<file path="src/rtl/uart_autobaud_detect.sv">
`timescale 1ns/1ps
// uart_autobaud_detect
// Measures the bit period of an incoming 0x55 sync character on the UART RX
// line, counted in i_ref_clk cycles. The result feeds the divider ratio
// computation of the RX/TX prescale logic.
//
// Ports
//   i_ref_clk     single clock, all logic on rising edge
//   i_rst_n       synchronous active-low reset
//   i_enable      1 = run/hold detection, 0 = abort and clear lock
//   i_rx_in       asynchronous serial line, idle high
//   o_bit_period  last valid measured bit period, held until the next valid one
//   o_valid       1-cycle pulse when o_bit_period updates
//   o_error       1-cycle pulse on a rejected measurement
//   o_locked      high from o_valid until i_enable drops
//   o_busy        high while a measurement is running
//
// Optional feature: define AUTOBAUD_TOL_CHECK_EN to reject frames whose
// edge-to-edge segments differ from the start-bit length by more than 25%.
module uart_autobaud_detect #(
    parameter int CNT_WIDTH  = 16,
    parameter int IDLE_MIN   = 8,
    parameter int MIN_PERIOD = 4
) (
    input  logic                 i_ref_clk,
    input  logic                 i_rst_n,
    input  logic                 i_enable,
    input  logic                 i_rx_in,
    output logic [CNT_WIDTH-1:0] o_bit_period,
    output logic                 o_valid,
    output logic                 o_error,
    output logic                 o_locked,
    output logic                 o_busy
);

    localparam int TOT_W  = CNT_WIDTH + 3;
    localparam int IDLE_W = $clog2(IDLE_MIN + 1);

    typedef enum logic [2:0] {IDLE, ARMED, MEASURE, DONE, LOCKED} state_t;

    state_t                state_reg, state_next;
    logic                  sync1_reg, sync2_reg, prev_reg;
    logic [IDLE_W-1:0]     idle_cnt_reg, idle_cnt_next;
    logic [TOT_W-1:0]      total_reg, total_next;
    logic [2:0]            edge_cnt_reg, edge_cnt_next;
    logic [CNT_WIDTH-1:0]  period_reg, period_next;
    logic                  valid_reg, valid_next;
    logic                  error_reg, error_next;
    logic                  locked_reg, locked_next;
    logic                  line_edge, line_fall;
    logic [CNT_WIDTH:0]    period_full;
    logic                  period_reject;
`ifdef AUTOBAUD_TOL_CHECK_EN
    logic [TOT_W-1:0]      seg_reg, seg_next;
    logic [TOT_W-1:0]      s0_reg, s0_next;
    logic [TOT_W-1:0]      seg_diff;
    logic                  seg_ok;

    assign seg_diff = (seg_reg >= s0_reg) ? (seg_reg - s0_reg) : (s0_reg - seg_reg);
    assign seg_ok   = (seg_diff <= (s0_reg >> 2));
`endif

    assign line_edge = sync2_reg ^ prev_reg;
    assign line_fall = prev_reg & ~sync2_reg;

    // Round-half-up of total/8, kept one bit wider than the output so a
    // result that no longer fits CNT_WIDTH is rejected instead of wrapping.
    assign period_full   = (CNT_WIDTH+1)'(({1'b0, total_reg} + (TOT_W+1)'(4)) >> 3);
    assign period_reject = (period_full < (CNT_WIDTH+1)'(MIN_PERIOD)) || period_full[CNT_WIDTH];

    always_comb begin
        state_next    = state_reg;
        total_next    = total_reg;
        edge_cnt_next = edge_cnt_reg;
        period_next   = period_reg;
        valid_next    = 1'b0;
        error_next    = 1'b0;
        locked_next   = locked_reg;
`ifdef AUTOBAUD_TOL_CHECK_EN
        seg_next      = seg_reg;
        s0_next       = s0_reg;
`endif
        // Idle qualification only accumulates while sitting in IDLE, so any
        // return to IDLE forces the line to re-qualify from zero.
        idle_cnt_next = '0;
        if (state_reg == IDLE && sync2_reg) begin
            idle_cnt_next = (idle_cnt_reg == IDLE_W'(IDLE_MIN)) ? idle_cnt_reg
                                                                : idle_cnt_reg + IDLE_W'(1);
        end

        case (state_reg)
            IDLE: begin
                if (i_enable && idle_cnt_reg == IDLE_W'(IDLE_MIN))
                    state_next = ARMED;
            end
            ARMED: begin
                if (!i_enable) begin
                    state_next = IDLE;
                end else if (line_fall) begin
                    state_next    = MEASURE;
                    total_next    = TOT_W'(1);
                    edge_cnt_next = '0;
`ifdef AUTOBAUD_TOL_CHECK_EN
                    seg_next      = TOT_W'(1);
`endif
                end
            end
            MEASURE: begin
                total_next = total_reg + TOT_W'(1);
`ifdef AUTOBAUD_TOL_CHECK_EN
                seg_next   = seg_reg + TOT_W'(1);
`endif
                if (!i_enable) begin
                    state_next = IDLE;
                end else if (total_reg == '1) begin
                    // Timeout wins over a coincident edge.
                    state_next = IDLE;
                    error_next = 1'b1;
                end else if (line_edge) begin
                    edge_cnt_next = edge_cnt_reg + 3'd1;
`ifdef AUTOBAUD_TOL_CHECK_EN
                    seg_next = TOT_W'(1);
                    if (edge_cnt_reg == 3'd0) begin
                        s0_next = seg_reg;
                    end else if (!seg_ok) begin
                        state_next = IDLE;
                        error_next = 1'b1;
                    end
                    if (seg_ok || edge_cnt_reg == 3'd0) begin
`else
                    begin
`endif
                        // The 8th edge opens d7: total already spans 8 bits,
                        // so it is frozen here rather than incremented.
                        if (edge_cnt_reg == 3'd7) begin
                            state_next = DONE;
                            total_next = total_reg;
                        end
                    end
                end
            end
            DONE: begin
                if (!i_enable) begin
                    state_next = IDLE;
                end else if (period_reject) begin
                    state_next = IDLE;
                    error_next = 1'b1;
                end else begin
                    state_next  = LOCKED;
                    period_next = period_full[CNT_WIDTH-1:0];
                    valid_next  = 1'b1;
                    locked_next = 1'b1;
                end
            end
            LOCKED: begin
                if (!i_enable) begin
                    state_next  = IDLE;
                    locked_next = 1'b0;
                end
            end
            default: state_next = IDLE;
        endcase
    end

    always_ff @(posedge i_ref_clk) begin
        if (!i_rst_n) begin
            state_reg    <= IDLE;
            sync1_reg    <= 1'b1;
            sync2_reg    <= 1'b1;
            prev_reg     <= 1'b1;
            idle_cnt_reg <= '0;
            total_reg    <= '0;
            edge_cnt_reg <= '0;
            period_reg   <= '0;
            valid_reg    <= 1'b0;
            error_reg    <= 1'b0;
            locked_reg   <= 1'b0;
`ifdef AUTOBAUD_TOL_CHECK_EN
            seg_reg      <= '0;
            s0_reg       <= '0;
`endif
        end else begin
            state_reg    <= state_next;
            sync1_reg    <= i_rx_in;
            sync2_reg    <= sync1_reg;
            prev_reg     <= sync2_reg;
            idle_cnt_reg <= idle_cnt_next;
            total_reg    <= total_next;
            edge_cnt_reg <= edge_cnt_next;
            period_reg   <= period_next;
            valid_reg    <= valid_next;
            error_reg    <= error_next;
            locked_reg   <= locked_next;
`ifdef AUTOBAUD_TOL_CHECK_EN
            seg_reg      <= seg_next;
            s0_reg       <= s0_next;
`endif
        end
    end

    assign o_bit_period = period_reg;
    assign o_valid      = valid_reg;
    assign o_error      = error_reg;
    assign o_locked     = locked_reg;
    assign o_busy       = (state_reg == MEASURE);

endmodule

</file>
<file path="config.mk">
export PLATFORM = sky130hd
export DESIGN_NAME = uart_autobaud_detect
export DESIGN_NICKNAME = d
export VERILOG_FILES = /design/src/rtl/uart_autobaud_detect.sv
export SDC_FILE = /design/constraint.sdc
export NUM_CORES = 1
export LEC_CHECK = 0
export CORE_MARGIN = 4
export CORE_UTILIZATION = 50
export CTS_CLUSTER_SIZE = 30
export DETAILED_ROUTE_END_ITERATION = 6
export GPL_ROUTABILITY_DRIVEN = 0
export PLACE_DENSITY = 0.66
export SETUP_SLACK_MARGIN = 0.05
export SYNTH_ARGS = -nofsm -noshare
export SYNTH_HDL_FRONTEND = slang
export SYNTH_SLANG_ARGS = --single-unit
</file>
<file path="constraint.sdc">
create_clock -name i_ref_clk -period 2.6 [get_ports i_ref_clk]
set_input_delay 0.39 -clock i_ref_clk [delete_from_list [all_inputs] [get_ports i_ref_clk]]
set_output_delay 0.39 -clock i_ref_clk [all_outputs]
set_load 0.005 [all_outputs]
</file>
==> impl_results.md, run 1 <==
- Layout cells sized above 1: 11.36%
- Root Buffer: clkbuf_8
- Lkg Pwr: 0.001208 uW
- Initial antenna violation count: 0
- Sum Neg Setup Slack: 0 ns
- IO Pins: 24
- Rows: 27
- Hold Path Sink: sync2_reg
- Wire length per cell: 15.79 microns
- Worst EP arrival: ~1.9 ns
- Critical path type: reg -> out
- Commonest cells after routing, fill and taps aside: dfxtp_1 (51), nand2_1 (33), nor2_1 (24), clkdlybuf4s50_1 (23)
- # setup viols final: 0
- Clk_lat worst skew: 0.30 ns
- Clock transition at path regs: 0.09 ns
- F_max: 0.4292 GHz
- Synth top area share: 36.14%
- Starting density of the core: 51.31%
- DRC violation total after the first TritonRoute iteration: 140
- DR vias/cell: 5.788
- Die Wd: slightly above 80 microns
- Fin crit share: 89.60%
- Fin. Hold Viols: 0
- Most common cell after layout, fill and taps aside: dfxtp_1
- Longest Clk Path Bufs: 2
- FF-to-FF path depth: 7
- Via Count: between 2000 and 2500
- First-pass GRT wire length: 11390 microns
- Clock Skews: 0.007239 ns
- Peak supply drop: about 0.00032 V
- WHS Path Cells: 1
- Port buffer count: 23
- Synth warn: 0
- Hold Buf Count CTS: 0
- RSZ-0062 raised after global routing: no
- Worst-Margin Slew: 0.5933 ns
- Reg2Reg Launch Point: total_reg[5]
- Core area: 5507 sq um
- Syn_nets: 339
- Total CTS buffers: 5
- DRT Pass-1 Iters: 4
- Cells after Synth: 327
- GRT Util Overall: 19.91%
- Ys async rst share: 0%
- Post-synth EDFFs: 0
- Number of flip-flops in the largest register: 19
- Post-synth top flop: dfxtp_1
- DRT Wirelength: 6695 microns
- Tmin final: 2.330 ns
- Final Non-Filler Cells: 424
- Cell area power density: 392.9 nW/um^2
- Tot Pwr: between 1000 and 1500 uW
- Max-slew headroom: 59.89%
- DRC Markers: 0
- Hpwl dp: approximately 5000 microns
- Vias in the first global route: ~2300
- Largest net degree at the start of global routing: 36
- Worst Setup End Kind: output pin
- Die footprint: 6917 sq um
- Hold Path Origin: sync1_reg
- Synth unique cells: slightly below 60
- Final setup margin: 0.2703 ns
- Hold crit path type: reg -> reg
- Yosys reg bits: 51
- Leading post-synthesis cells by cell area: dfxtp_1 (36%), xor2_1 (5.9%), xnor2_1 (4.7%)
- Final core occ: between 50 and 60%
- CP max FO: 12
- Diode count: 0
- Antenna Nets Post-Route: 0
- Seq/Total Area, Yosys: a little over a third
- Area growth syn-to-layout: 16.43%
- Status: finished clean
- Chip Height: 83.17 microns
- DP Worst Slack: 0.2132 ns
- Worst EP required: 2.21 ns
- Global route overflow: 0
- Reg-to-Reg End: o_locked
- Avg Synthesized Cell Area: 8.640 sq um
- Placed cell count: 412
- Max Slew Vio Count: 0
- Startpoint types: flop
- NumNets Final: 363
- H-Tree Depth: 2
- Mapped Area: between 2000 and 3000 sq um
- CTS tree: yes
- CTS Sinks: 51
- Max_cap viols: 0
- Yosys top cell by area: dfxtp_1
- R2R Setup Slk: about 0.27 ns
-- per-layer routing --
layer | wire, microns | global-route usage, % | vias to the layer above
met3 | 312 | 3.571 | 8
met5 | 0 | 0 | -
met2 | 3190 | 33.09 | 60
li1 | - | - | 1224
met4 | 80 | 5.052 | 0
met1 | 3111 | 26.65 | 1162
-- cell type report --
| class | instances | area, sq um |
|---|---|---|
| multi-input combinational | 237 | 1639 |
| clock buffer | 6 | 72.57 |
| fill | 509 | 2217 |
| tap | 72 | 90.09 |
| clock inverter | 2 | 12.51 |
| timing repair buffer | 43 | 405.4 |
| sequential | 51 | 1021 |
| inverter | 13 | 48.80 |
-- worst max-delay path by stage --
stage | start | endpoint | slack (ns) | cells past startpoint
2_1_floorplan | total_reg[2] | state_reg[2] | 0.49 | 8
3_3_place_gp | total_reg[2] | o_locked | 0.26 | 7
3_5_place_dp | total_reg[5] | o_locked | 0.21 | 6
4_1_cts | total_reg[5] | o_locked | 0.20 | 6
5_1_grt | total_reg[5] | total_reg[17] | 0.12 | 7
6_report | state_reg[0] | o_busy | 0.27 | 3
-- synth_stat cells (all sizes together) (5+ instances only) --
master,instances
dfxtp,51
nand2,33
nor2,24
nand4,21
xor2,19
clkbuf,18
nand3,15
xnor2,15
inv,13
a21oi,10
o21ai,10
o32ai,9
buf,8
ha,8
and3,7
and4,7
and2,6
nor3,5
-- metrics by stage --
stage               hold slack [ns]  cell area [sq um]
floorplan                    0.3863               2825
global placement             0.4022               3157
detailed placement           0.4088               3157
CTS                          0.4357               3242
global route                 0.4773               3289
finish                       0.4260               3289
-- power breakdown --
group | total, uW | leakage (uW) | internal [uW] | switching [uW]
clock | 455 | 0.0000412 | 189 | 266
sequential | 790 | 0.000412 | 786 | 4.24
combinational | 47.4 | 0.000755 | 18.0 | 29.4
-- critical path, cell delays in order, from the launching register on --
cell and delay, ns:
dfxtp_1 0.43, or3b_2 0.59, inv_1 0.12, clkdlybuf4s50_1 0.50
-- kinds of logic after synthesis --
family / share of synthesized area, %
muxes: 1.063
and+or+nand+nor: 27.37
xor gates and xnor gates: 10.54
adders and majority gates: 3.543
buffers and inverters: 6.023
DFF: 36.14
AOI/OAI and AO/OA: 15.32
-- repair_timing --
| item | 4_1_cts | 5_1_grt |
|---|---|---|
| endpoints found under the setup margin | 0 | 11 |
| gates resized for setup | 0 | 1 |
| setup buffers | 0 | 4 |
| endpoints found under the hold margin | 0 | 0 |
(Power assumes the default switching activity.)
==> run 2, diff against run 1 <==
Settings changed: SLEW_MARGIN set to 30.
==> results of run 2 <==
Final layout, timing and power as in run 1 (identical DEF).
==> run 3, diff against run 2 <==
Settings changed: SLEW_MARGIN 30 to unset.
==> results of run 3 <==
Final layout, timing and power as in run 1 (identical DEF).
